$ cat src/rtl/btn_debounce_ctrl.sv
// btn_debounce_ctrl: multi-channel push-button debouncer with a press strobe.
//
// Each raw button level is synchronized through two flops and then has to
// differ from the accepted level for DEBOUNCE_CYCLES consecutive clocks
// before it is accepted. A rising accepted level issues a one-cycle strobe.
// Bit 0 feeds the ALU A-load, bit 1 the B-load and bit 2 the Op-load.
//
// Optional feature: define BTN_AUTOREPEAT_EN to re-issue the strobe every
// REPEAT_CYCLES clocks while a button stays pressed.
//
// Ports:
//   i_clock   - single clock, rising edge
//   i_reset   - synchronous, active-high reset
//   i_buttons - raw asynchronous button levels (1 = pressed)
//   o_pulse   - registered one-cycle load strobe per channel
//   o_level   - registered debounced level per channel
module btn_debounce_ctrl #(
  parameter int unsigned N_BUTTONS       = 3,
  parameter int unsigned DEBOUNCE_CYCLES = 1000000,
  parameter int unsigned REPEAT_CYCLES   = 25000000
) (
  input  logic                 i_clock,
  input  logic                 i_reset,
  input  logic [N_BUTTONS-1:0] i_buttons,
  output logic [N_BUTTONS-1:0] o_pulse,
  output logic [N_BUTTONS-1:0] o_level
);

  localparam int unsigned CW = $clog2(DEBOUNCE_CYCLES);
  localparam logic [CW-1:0] CNT_LAST = CW'(DEBOUNCE_CYCLES - 1);

`ifdef BTN_AUTOREPEAT_EN
  localparam int unsigned RW = $clog2(REPEAT_CYCLES);
  localparam logic [RW-1:0] REP_LAST = RW'(REPEAT_CYCLES - 1);
`endif

  // Reject parameter values outside the supported range at elaboration.
  if (DEBOUNCE_CYCLES < 2 || DEBOUNCE_CYCLES > (1 << 24) || REPEAT_CYCLES < 2) begin : g_param_check
    $error("btn_debounce_ctrl: DEBOUNCE_CYCLES or REPEAT_CYCLES out of range");
  end

  // Two-flop synchronizer for the raw asynchronous inputs.
  logic [N_BUTTONS-1:0] s1;
  logic [N_BUTTONS-1:0] s2;

  always_ff @(posedge i_clock) begin
    if (i_reset) begin
      s1 <= '0;
      s2 <= '0;
    end else begin
      s1 <= i_buttons;
      s2 <= s1;
    end
  end

  for (genvar g = 0; g < N_BUTTONS; g++) begin : g_ch
    logic [CW-1:0] cnt;
    logic          level_q;
    logic          pulse_q;
    logic          differ_c;
    logic          accept_c;
    logic          repeat_c;

    assign differ_c = s2[g] ^ level_q;
    // The terminal count forces acceptance, so the counter can never wrap.
    assign accept_c = differ_c && (cnt == CNT_LAST);

    // Stability counter and accepted level.
    always_ff @(posedge i_clock) begin
      if (i_reset) begin
        cnt     <= '0;
        level_q <= 1'b0;
      end else if (!differ_c) begin
        cnt <= '0;
      end else if (accept_c) begin
        cnt     <= '0;
        level_q <= s2[g];
      end else begin
        cnt <= cnt + CW'(1);
      end
    end

`ifdef BTN_AUTOREPEAT_EN
    logic [RW-1:0] rcnt;

    // Repeat timer runs only while the accepted level stays high; the
    // press edge and any level change restart it.
    always_ff @(posedge i_clock) begin
      if (i_reset) begin
        rcnt <= '0;
      end else if (!level_q || accept_c || rcnt == REP_LAST) begin
        rcnt <= '0;
      end else begin
        rcnt <= rcnt + RW'(1);
      end
    end

    assign repeat_c = level_q && !accept_c && (rcnt == REP_LAST);
`else
    assign repeat_c = 1'b0;
`endif

    // Strobe on an accepted 0->1 change (s2 is 1 there) or a repeat tick.
    always_ff @(posedge i_clock) begin
      if (i_reset) begin
        pulse_q <= 1'b0;
      end else begin
        pulse_q <= (accept_c && s2[g]) || repeat_c;
      end
    end

    assign o_level[g] = level_q;
    assign o_pulse[g] = pulse_q;
  end

endmodule

$ cat config.mk
export PLATFORM = sky130hd
export DESIGN_NAME = btn_debounce_ctrl
export DESIGN_NICKNAME = d
export VERILOG_FILES = /design/src/rtl/btn_debounce_ctrl.sv
export SDC_FILE = /design/constraint.sdc
export NUM_CORES = 1
export LEC_CHECK = 0
export ABC_AREA = 1
export ABC_CLOCK_PERIOD_IN_PS = 2650
export BUFFER_PORTS_ARGS = -buffer_cell sky130_fd_sc_hd__buf_2
export CAP_MARGIN = 20
export CORE_ASPECT_RATIO = 0.75
export CORE_UTILIZATION = 40
export DETAILED_ROUTE_END_ITERATION = 6
export SETUP_SLACK_MARGIN = 0.02
export SYNTH_ARGS = -nofsm -noshare
export SYNTH_HDL_FRONTEND = slang
export SYNTH_SLANG_ARGS = --single-unit
export TNS_END_PERCENT = 100
$ cat constraint.sdc
create_clock -name i_clock -period 2.65 [get_ports i_clock]
set_clock_uncertainty 0.15 [all_clocks]
set_input_delay 0.3975 -clock i_clock [delete_from_list [all_inputs] [get_ports i_clock]]
set_output_delay 0.3975 -clock i_clock [all_outputs]
set_load 0.005 [all_outputs]
==> out/results.txt, run 1 <==
The tools report the launch instance of the worst min-delay path as i_buttons[2]. The number of antenna diodes in the final layout is 0. The placed instances occupy a cell area of 4000 µm². After synthesis, the cell types taking the most area are sky130_fd_sc_hd__dfxtp_1, sky130_fd_sc_hd__nor2_1, sky130_fd_sc_hd__nand2_1.

Buffers inserted during clock tree synthesis total 9. The number of distinct library cell variants in the gate-level netlist after synthesis is 29, and the aggregate negative setup slack is 0 ps. The maximum fanout along the worst path works out to 20.

The data arrival time of the critical path was 1720 ps; the number of cell instances on the worst register-to-register path was 7. Power spread over the standard cell area amounts to 514 nW/µm². Setup repair after global routing left no endpoint under its margin. The post-route netlist has 14.4% of its cells at a drive strength greater than 1. For hold timing, the worst endpoint is s1[2]$_SDFF_PP0_.

The number of cells in the design after placement is 686. Library cell contributing the largest single delay on the critical path: sky130_fd_sc_hd__dfxtp_1. The total clock sinks is 72. For the count of endpoints failing setup in the final report, the log shows 0. The first-iteration detailed-routing DRC count is 216, and the maximum level of the CTS H-tree is 3. Time the worst path needs with I/O delays and setup: 1650 ps. The portion of the post-synthesis area used by sequential elements came out at 37.1%.

Summed over all nets, the half-perimeter wirelength after detailed placement is 6090 µm. After synthesis the netlist holds a flip-flop and latch count of 72. The tools report the number of standard cells in the layout, taps in and fillers out as 698.

The logs give 561 for the post-synthesis cell count and 569 for the post-synth net total. Remaining antenna violation count after routing: 0. Clock edge transition at the registers on the reported setup and hold paths: 50 ps. The post-route fraction of the period consumed by the critical path was 62.4%.

The worst register-to-register path has a setup slack of 1000 ps. The total overflow reported by the global router came out at 0. Number of global-route vias before repair: 3066.

The maximum buffer depth of the clock tree was 2. The tools report the final wirelength as 8130 µm. Measured against its own limit, the worst slew margin works out to 81.3%. The run finished with clean final reports. The tools report the final number of max-transition violations as 0. Once the clock tree was built, the setup fixing pass inserted 0 buffers. The worst-skew pair later-pin latency was 330 ps; the number of vias per cell was 4.77.

The cell family contributing the most delay on the critical path was simple AND/OR/NAND/NOR gates. Buffers inserted to repair hold after CTS numbered 0. In this run the critical register-to-register path is launched from g_ch[2].cnt[0]$_SDFF_PP0_. The synthesized design spends more area on one cell type than any other, namely sky130_fd_sc_hd__dfxtp_1. The congestion estimate from routability-driven global placement came to 0.894. The transition at the pin with the smallest max-transition slack is 280 ps. The analysis attributes to cell leakage a power of 1.36 nW. The total area inside the core boundary comes to 9230 µm². Derived from the worst setup path, the maximum achievable clock frequency is 605 MHz. The largest single stage delay on the critical path is 360 ps. Entering global routing, the biggest net connects 21 pins. STA puts the critical path data required time at 2710 ps. The die covers 10100 µm².

The tools report the buffer type at the clock tree root as sky130_fd_sc_hd__clkbuf_16. The die width is 116 µm, and the number of synthesis warnings is 0. For the layout net count, the log shows 577. Pin placement for this block handled 11 I/O pins.

The synthesized area is 3880 µm², and the total number of vias is 3329. Counting instances, the worst hold path has a depth of 3. The top-area cell type share of the netlist area was 37.1%; the total iterations of the first detailed-routing run was 5. The tools report the count of max-cap constraint violations as 0.

Input and output buffers added on the ports amount to 10. In the final routed layout, each cell accounts on average for 11.7 µm. The logs give 30 for the number of rows created at floorplan and 0 for the number of antenna violations at the first check in global routing. The count of buffering cells on the critical path with inverters included was 1; the per-instance average area after synthesis was 6.92 µm².

Cells fill 46.0% of the core in the end. The final design area excluding fillers was 4250 µm². Once the floorplan was initialized, standard cells occupied 42.0% of the core. The worst register-to-register path ends at g_ch[2].cnt[18]$_SDFF_PP0_. The first global-routing pass estimated 14000 µm of wire. Gates resized during post-CTS repair numbered 0. The startpoint-to-endpoint class of the critical path is reg2reg. TritonCTS built the clock tree. Traced cell by cell, the critical path runs through ha_1, nand3_2, nor2_1, nand3_1, nand3_1, buf_4, nor2_1. The total global routing track utilization came out at 17.9%. The worst setup path is captured at a flop. Kind of launch point of the worst setup path: a flop. The number of hold-slack violations in the final timing report is 0. The worst hold-check path type was in2reg. After detailed routing, the number of remaining DRC violations is 0. The height of the die is 87.3 µm, and the largest voltage drop on the vdd net is 334 µV. The area growth from synthesis to layout is 9.51%. The number of fill cells was 969.
==> worst min-delay path, stage by stage <==
cell                     delay [ps]
sky130_fd_sc_hd__buf_2           70
sky130_fd_sc_hd__inv_1           30
sky130_fd_sc_hd__nor2_1          70
==> power breakdown <==
group / leakage [nW] / internal, mW / switching, mW / total, mW
Sequential: 0.581 / 1.09 / 0.00288 / 1.09
Clock: 0.126 / 0.634 / 0.430 / 1.06
Combinational: 0.654 / 0.00803 / 0.0185 / 0.0265
Total: 1.36 / 1.73 / 0.452 / 2.18
==> flip-flops by register name, indices dropped and copies added (netlist names) <==
register,flops
g_ch.cnt,60
g_ch.level_q,3
g_ch.pulse_q,3
s1,3
s2,3
==> per-stage QoR <==
stage | hold WS (ps) | setup WS [ps] | total power [mW]
3_5_place_dp | 243 | 1010 | 1.14
3_3_place_gp | 241 | 1040 | 1.14
4_1_cts | 117 | 991 | 2.21
2_1_floorplan | 238 | 1220 | 1.13
6_report | 123 | 996 | 2.18
5_1_grt | 131 | 837 | 2.26
==> area by class of cell <==
cell class | count | area, µm² | share of cell area [%]
Clock inverter | 2 | 10.0 | 0.236
Inverter | 61 | 229 | 5.39
Tap cell | 128 | 160 | 3.77
Timing Repair Buffer | 13 | 72.6 | 1.71
Sequential cell | 72 | 1440 | 33.9
Multi-Input combinational cell | 412 | 2100 | 49.4
Clock buffer | 10 | 239 | 5.62
==> metal layers <==
metal | GRT usage (%) | wire [µm]
met1 | 24.2 | 4260
met5 | 0 | 0
met2 | 27.1 | 3440
met3 | 5.71 | 360
met4 | 5.36 | 72
==> kinds of logic after synthesis <==
| logic type | share of synthesized area, % |
|---|---|
| xor+xnor | 7.00 |
| fa+ha+maj | 0.968 |
| simple gates | 42.4 |
| buf+inv | 8.80 |
| flops | 37.1 |
| compound gates | 3.68 |
==> cells in the final DEF (no fill, tap or decap) <==
cell,synthesis,routed
sky130_fd_sc_hd__nand3b_4,1,1
sky130_fd_sc_hd__nand3_1,43,43
sky130_fd_sc_hd__xnor2_1,10,10
sky130_fd_sc_hd__nand4_1,14,14
sky130_fd_sc_hd__nor3_1,10,10
sky130_fd_sc_hd__a21oi_2,6,6
sky130_fd_sc_hd__inv_2,7,7
sky130_fd_sc_hd__o21bai_1,2,2
sky130_fd_sc_hd__and2_1,1,1
sky130_fd_sc_hd__a21oi_1,11,11
sky130_fd_sc_hd__nand3_2,5,5
sky130_fd_sc_hd__buf_2,3,10
sky130_fd_sc_hd__or2_2,2,2
sky130_fd_sc_hd__ha_1,3,3
sky130_fd_sc_hd__xor2_1,21,21
sky130_fd_sc_hd__nand2_1,112,112
sky130_fd_sc_hd__nand2_2,12,12
sky130_fd_sc_hd__inv_1,54,54
sky130_fd_sc_hd__nor2_4,10,10
sky130_fd_sc_hd__clkbuf_8,0,1
sky130_fd_sc_hd__o21ai_1,1,1
sky130_fd_sc_hd__dfxtp_1,72,72
sky130_fd_sc_hd__o21ai_0,3,3
sky130_fd_sc_hd__nand3b_1,3,3
sky130_fd_sc_hd__nor2_1,128,128
sky130_fd_sc_hd__clkbuf_16,0,9
sky130_fd_sc_hd__nor2_2,13,13
sky130_fd_sc_hd__nand2_4,1,1
sky130_fd_sc_hd__clkinv_2,0,2
sky130_fd_sc_hd__buf_4,11,3
==> how the worst max path moves through the flow <==
stage / to / depth (start not counted) / slack [ps] / startpoint
final: g_ch[2].cnt[18]$_SDFF_PP0_ / 7 / 1000 / g_ch[2].cnt[0]$_SDFF_PP0_
after global routing: g_ch[2].cnt[18]$_SDFF_PP0_ / 7 / 840 / g_ch[2].cnt[0]$_SDFF_PP0_
after CTS: g_ch[2].cnt[18]$_SDFF_PP0_ / 7 / 990 / g_ch[2].cnt[0]$_SDFF_PP0_
after detailed placement: g_ch[2].cnt[17]$_SDFF_PP0_ / 7 / 1010 / g_ch[2].cnt[0]$_SDFF_PP0_
after global placement: g_ch[2].cnt[18]$_SDFF_PP0_ / 7 / 1040 / g_ch[2].cnt[0]$_SDFF_PP0_
after floorplan: g_ch[2].cnt[12]$_SDFF_PP0_ / 7 / 1220 / g_ch[2].cnt[0]$_SDFF_PP0_
==> Yosys cell counts, drive strengths merged <==
master and number:
nand3b 4, o21ai 4, clkbuf 1, o21bai 2, or2 2, nor2 151
xnor2 10, xor2 21, a21oi 17, buf 15, nand4 14, nor3 10
nand3 48, and2 1, inv 61, nand2 125, ha 3, dfxtp 72
Note: power is estimated with default switching activity, not from simulation.
==> run 2: changes to the inputs <==
ABC_CLOCK_PERIOD_IN_PS = 1400   (was 2650)
clock period = 1.4 ns   (was 2.65 ns; I/O delays follow)
==> out/results.txt, run 2 (synthesis results as in run 1) <==
The flow ran to the end, but the final reports show violations. The final reports fail on setup timing. The global-route layer with the greatest usage was met2.

The power density normalized to cell area was 829 nW/µm² (+61%); the data arrival time of the critical path was 1560 ps (-160 ps). The instance count along the most critical hold path is 3 (unchanged), and the achievable clock frequency is 674 MHz (+11%). The tools report the number of rows created at floorplan as 30 (unchanged).

The aggregate negative setup slack is -2020 ps (-2020 ps), and the core box area is 9230 µm² (unchanged). Counting flops per register, the top entry is g_ch.cnt. The routing usage on met1 is 29.2% (+5.1 points). The tools report the final design area excluding fillers as 5700 µm² (+34%).

Residual DRC count: 0 (unchanged). The maximum buffer depth of the clock tree came out at 2 (unchanged). The signed area change from the synthesized netlist to the final layout is 46.8%, and the die width is 116 µm (unchanged). The path class of the tightest hold or removal check is in2reg.

On the critical path, the stage with the largest delay is an instance of sky130_fd_sc_hd__dfxtp_2. Total number of vias: 3871 (+16%). The layout net count came out at 661 (+15%).

The number of fill cells is 829 (-14%), and the remaining antenna violation count after routing is 0 (unchanged). The placer's final routability congestion estimate is 0.913 (+2.2%), and the worst slew slack as a fraction of its limit is 75.9% (-5.4 points). The worst setup path is captured at a flop. The leakage power was 2.02 nW (+48%); the global-route track usage on met3 was 6.47% (+0.77 points). The met2 usage was 31.1% (+4.1 points); the total clock sinks was 72 (unchanged). The library cells used most frequently in the layout, excluding fill and tap cells, are sky130_fd_sc_hd__nand2_1, sky130_fd_sc_hd__nor2_1, sky130_fd_sc_hd__buf_4, sky130_fd_sc_hd__inv_1, sky130_fd_sc_hd__nor2_2.

The height of the die works out to 87.3 µm (unchanged). The number of vias per cell is 4.92 (+3.3%). The logs give 0 (unchanged) for the total overflow reported by the global router and 198 (-8.3%) for the first-iteration detailed-routing DRC count. The run gives -115 ps (-1130 ps) as the worst slack at placement.

Total inserted antenna cells: 0 (unchanged). TritonCTS built the clock tree. The tools report the worst-skew pair later-pin latency as 340 ps (about the same).

The worst hold-check slack was 104 ps (-19.5 ps); the transition at the pin with the smallest max-transition slack was 361 ps (+81.2 ps). The largest net degree at the start of global routing is 13 (-38%), and the number of standard cells in the layout, taps in and fillers out is 786 (+13%). The proportion of layout cells with a drive suffix above 1 was 44.1% (+30 points). The worst setup path is launched from a flop.

In this run the clock root is driven by a sky130_fd_sc_hd__clkbuf_16. For the final number of max-transition violations, the log shows 0 (unchanged). The number of buffers inserted during clock tree synthesis is 9 (unchanged), and the flip-flop count of the largest register after layout is 60 (unchanged). The final wirelength is 10500 µm (+29%), and the largest voltage drop on the vdd net is 736 µV (+120%).

The worst stage delay on the critical path came out at 350 ps (about the same). The startpoint-to-endpoint class of the critical path was reg2reg. The maximum fanout along the worst path is 4 (-80%). The global-route wire length before repair came out at 16300 µm (+17%). Traced cell by cell, the critical path runs through ha_4, nand2_4, nor2_4, nand2_4, nor2_4, xor2_1, nor2_1. The area of the die is 10100 µm² (unchanged).

The number of cells in the design after placement was 751 (+9.5%); the clock edge transition at the registers on the reported setup and hold paths was 60 ps (about the same). The number of antenna violations at the first check in global routing came out at 0 (unchanged). The number of buffers inserted by port buffering was 10 (unchanged); the maximum level of the CTS H-tree was 3 (unchanged). The average wire per cell in the routed design was 13.3 µm (+14%); the count of endpoints failing setup in the final report was 49 (+49).

The logs give 11 (unchanged) for the number of top-level pins and -83.6 ps (-1080 ps) for the final setup slack of the worst path. The time the worst path needs with I/O delays and setup works out to 1480 ps (-170 ps). The most frequent standard cell in the layout excluding fill and tap cells is sky130_fd_sc_hd__nand2_1. The tools report the count of max-cap constraint violations as 0 (unchanged). The tools report the cell area reported after detailed placement as 4540 µm² (+14%).

Setup repair after global routing could not meet its margin everywhere. The run gives 1480 ps (-1230 ps) as the required time at the worst-slack endpoint. The number of global-route vias before repair was 3485 (+14%). The post-route fraction of the period consumed by the critical path was 106% (+44 points).

The tools report the initial core utilization as 42.0% (unchanged). The number of cell instances on the worst register-to-register path is 7 (unchanged), and the post-DP HPWL is 6740 µm (+11%). The total global routing track utilization was 21.2% (+3.3 points); the total iterations of the first detailed-routing run was 5 (unchanged). The tools report the number of hold-slack violations in the final timing report as 0 (unchanged).
## run 2: per-layer routing
layer / vias up / part of all wire [%]
met1: 1815 / 48
met5: - / 0
met3: 12 / 5.4
met2: 110 / 45
met4: 0 / 1.2
li1: 1934 / -
## run 2: final timing paths
kind / start / to / slack [ps]
setup reg to reg: g_ch[1].cnt[0]$_SDFF_PP0_ / g_ch[1].cnt[10]$_SDFF_PP0_ / -80
hold / removal: i_reset / s1[1]$_SDFF_PP0_ / 100
hold reg to reg: s1[2]$_SDFF_PP0_ / s2[2]$_SDFF_PP0_ / 250
setup / recovery: g_ch[1].cnt[0]$_SDFF_PP0_ / g_ch[1].cnt[10]$_SDFF_PP0_ / -80
## run 2: cell type report
type                    count  area (µm²)  area share (%)
flip-flops and latches     72        1500            26.4
well taps                 128         160            2.81
clock inverters             4        76.3            1.34
clock buffers              12         256            4.50
repair buffers             97         900            15.8
inverters                  61         234            4.11
multi-input cells         412        2570            45.1
## run 2: repair_timing
item	4_1_cts	5_1_grt
pin swaps	9	29
hold buffers	3	0
buffers inserted	5	5
gates resized for setup	33	131
hold endpoints to repair	3	0
setup endpoints to repair	66	66
gates cloned	3	5
## run 2: worst max-delay path: cells and delay by family (launching register included)
kind | cells | cell delay (ps)
adder cells (fa/ha/maj) | 1 | 180
flip-flops | 1 | 350
XOR/XNOR | 1 | 210
AND/OR/NAND/NOR | 5 | 470
## run 2: through the flow
stage,power [mW],utilization [%]
after floorplan,2.15,-
after global placement,2.17,49.2
after detailed placement,2.17,49.2
after CTS,4.74,55.8
after global routing,4.88,61.7
final,4.72,61.7
## run 2: where the power goes
group / internal (mW) / total (mW) / leakage, nW / switching (mW)
clock: 1.66 / 2.54 / 0.159 / 0.879
sequential: 2.05 / 2.05 / 0.602 / 0.00675
combinational: 0.0650 / 0.128 / 1.26 / 0.0634
total: 3.77 / 4.72 / 2.02 / 0.949
==> run 3: changes to the inputs <==
ABC_CLOCK_PERIOD_IN_PS = 1800   (was 1400)
PLACE_DENSITY = 0.58   (was default)
clock period = 1.8 ns   (was 1.4 ns; I/O delays follow)
==> out/results.txt, run 3 (synthesis results as in run 1) <==
The clock edge transition at the registers on the reported setup and hold paths was 60 ps (about the same). The final number of max-transition violations was 0 (unchanged). The logs give 6380 µm (-5.4%) for the post-DP HPWL and 4060 µm² (-11%) for the cell area reported after detailed placement.

The final setup slack of the worst path was 191 ps (+274 ps); the maximum fanout along the worst path was 10 (+6). Total global routing track utilization: 18.4% (-2.7 points). Multi-input logic area: 2100 µm² (-18%). The tools report the number of fill cells as 953 (+15%). For the number of rows created at floorplan, the log shows 30 (unchanged).

The die width was 116 µm (unchanged); the worst hold-check slack was 186 ps (+82.1 ps). The run gives 1.5% (-1.2 points) as the combinational cell fraction of total power. The flip-flop count of the largest register after layout is 60 (unchanged), and the total clock sinks is 72 (unchanged).

The number of vias per cell is 4.69 (-4.7%), and the placer's final routability congestion estimate is 0.907 (-0.67%). Setup repair after global routing left no endpoint under its margin. TritonCTS built the clock tree. The switching component of the power is 0.703 mW (-26%), and the post-route fraction of the period consumed by the critical path is 89.4% (-17 points).

STA classifies the critical path endpoint as a flop. Time the worst path needs with I/O delays and setup: 1610 ps (+126 ps). The core box area is 9230 µm² (unchanged), and the number of cells in the design after placement is 692 (-7.9%). The first-iteration detailed-routing DRC count came out at 175 (-12%). The fraction of power spent switching nets is 20.7% (+0.65 points). The flow ran to the end, and the final reports show no timing, DRC or antenna violations. The height of the die is 87.3 µm (unchanged), and the number of standard cells in the layout, taps in and fillers out is 711 (-9.5%). The residual DRC count came out at 0 (unchanged). The run gives 4380 µm² (-23%) as the final design area excluding fillers. The register with the most flip-flops in the final layout is g_ch.cnt. Most frequent standard cell in the layout excluding fill and tap cells: sky130_fd_sc_hd__nor2_1. The logs give 47.4% (+3.9 points) for the sequential fraction of design power and 3338 (-14%) for the total number of vias. The tools report the part of the total power dissipated in the clock network as 51.1% (-2.7 points). The number of antenna violations at the first check in global routing is 0 (unchanged), and the average wire per cell in the routed design is 11.6 µm (-13%).

The logs give 42.0% (unchanged) for the initial core utilization and 21 (+8) for the largest net degree at the start of global routing. The run gives 1440 µm² (-4.1%) as the register area. The maximum buffer depth of the clock tree was 2 (unchanged). The power density normalized to cell area came out at 775 nW/µm² (-6.6%). Transition at the pin with the smallest max-transition slack: 302 ps (-58.5 ps). The worst slew slack as a fraction of its limit was 79.8% (+3.9 points); the worst-skew pair later-pin latency was 330 ps (about the same). The count of endpoints failing setup in the final report was 0 (-100%); the number of buffers inserted by port buffering was 10 (unchanged).

The tools report the final wirelength as 8270 µm (-21%). The required time at the worst-slack endpoint is 1880 ps (+400 ps), and the worst-case register-to-register setup slack is 190 ps (+270 ps). The largest voltage drop on the vdd net came out at 456 µV (-38%). The startpoint-to-endpoint class of the critical path is reg2reg. The proportion of layout cells with a drive suffix above 1 works out to 15.6% (-28 points).

The total inserted antenna cells was 0 (unchanged); the total iterations of the first detailed-routing run was 5 (unchanged). The tools report the area of the die as 10100 µm² (unchanged). Clock tree synthesis selected as its root buffer the cell sky130_fd_sc_hd__clkbuf_16. The layout net count is 586 (-11%), and the signed area change from the synthesized netlist to the final layout is 12.8%. The count of max-cap constraint violations was 0 (unchanged). The global-route wire length before repair was 14400 µm (-12%); the remaining antenna violation count after routing was 0 (unchanged). The maximum level of the CTS H-tree came out at 3 (unchanged).

The tightest min-delay check is of the in2reg type. The tools report the achievable clock frequency as 621 MHz (-7.8%). For the number of hold-slack violations in the final timing report, the log shows 0 (unchanged). The tools report the kind of launch point of the worst setup path as a flop.

The number of global-route vias before repair is 3070 (-12%), and the worst slack at placement is 192 ps (+307 ps). The cell internal power dissipation is 2.69 mW (-29%). The logs give 1.42 nW (-30%) for the leakage power and 0 (-5) for the post-CTS repair timing setup buffer count. The data arrival time of the critical path is 1690 ps (+130 ps), and the aggregate negative setup slack is 0 ps (+2020 ps). For the number of buffers inserted during clock tree synthesis, the log shows 9 (unchanged).

For the number of top-level pins, the log shows 11 (unchanged). Leaving out fill and tap cells, the most frequent cells in the layout are sky130_fd_sc_hd__nor2_1, sky130_fd_sc_hd__nand2_1, sky130_fd_sc_hd__dfxtp_1, sky130_fd_sc_hd__inv_1, sky130_fd_sc_hd__nand3_1. The total overflow reported by the global router came out at 0 (unchanged).
## run 3: cell types whose count changed in the layout (fill, tap and decap cells not counted), moves of 8 or more
cell                      delta
sky130_fd_sc_hd__dfxtp_1    +37
sky130_fd_sc_hd__a21oi_1     +8
sky130_fd_sc_hd__nor2_2     -31
sky130_fd_sc_hd__buf_4      -63
sky130_fd_sc_hd__nor2_1     +45
sky130_fd_sc_hd__nor2_4     -14
sky130_fd_sc_hd__nand2_1     +8
sky130_fd_sc_hd__dfxtp_2    -31
sky130_fd_sc_hd__a21oi_2     -8
sky130_fd_sc_hd__nand3_1     +8
## run 3: layout make-up
| class | instances | share of cell area, % |
|---|---|---|
| Multi-Input combinational cell | 412 | 47.9 |
| Clock buffer | 10 | 5.23 |
| Clock inverter | 6 | 1.37 |
| Tap cell | 128 | 3.66 |
| Sequential cell | 72 | 32.9 |
| Timing Repair Buffer | 22 | 3.66 |
| Inverter | 61 | 5.23 |
## run 3: path summary, 6_finish.rpt
kind                                           startpoint                         to  depth (start not counted)
worst min-delay path                              i_reset           s2[2]$_SDFF_PP0_                          3
worst min register to register           s1[1]$_SDFF_PP0_           s2[1]$_SDFF_PP0_                          2
worst max-delay path            g_ch[2].cnt[0]$_SDFF_PP0_  g_ch[2].cnt[9]$_SDFF_PP0_                          7
worst max register to register  g_ch[2].cnt[0]$_SDFF_PP0_  g_ch[2].cnt[9]$_SDFF_PP0_                          7
## run 3: timing repair
| action | 4_1_cts | 5_1_grt |
|---|---|---|
| hold buffers | 2 | 1 |
| endpoints found under the hold margin | 2 | 1 |
| resized for setup | 0 | 0 |
## run 3: stage by stage
step	total power, mW	utilization (%)
finish	3.39	47.4
floorplan	1.67	-
detailed placement	1.69	43.9
CTS	3.44	47.3
global route	3.51	47.4
global placement	1.69	43.9
## run 3: critical path, cell delays in order (launching register included)
cell and delay (ps):
sky130_fd_sc_hd__dfxtp_1 380, sky130_fd_sc_hd__ha_1 230, sky130_fd_sc_hd__nand3_2 180, sky130_fd_sc_hd__nor2_1 140, sky130_fd_sc_hd__nand3_1 90, sky130_fd_sc_hd__nand3_1 100
sky130_fd_sc_hd__buf_4 180, sky130_fd_sc_hd__nor2_1 60
## run 3: power by group through the flow
stage | clock, mW | sequential [mW] | combinational (mW)
floorplan | 0 | 1.64 | 0.0290
global placement | 0 | 1.64 | 0.0454
detailed placement | 0 | 1.64 | 0.0458
CTS | 1.78 | 1.61 | 0.0495
global route | 1.85 | 1.61 | 0.0561
finish | 1.73 | 1.61 | 0.0502
## run 3: routing by layer
layer | up-vias | part of all wire (%) | GRT usage, %
li1 | 1782 | - | -
met1 | 1483 | 55 | 27.2
met2 | 64 | 39 | 25.7
met3 | 9 | 4.3 | 4.59
met4 | 0 | 1.3 | 5.94
met5 | - | 0 | 0
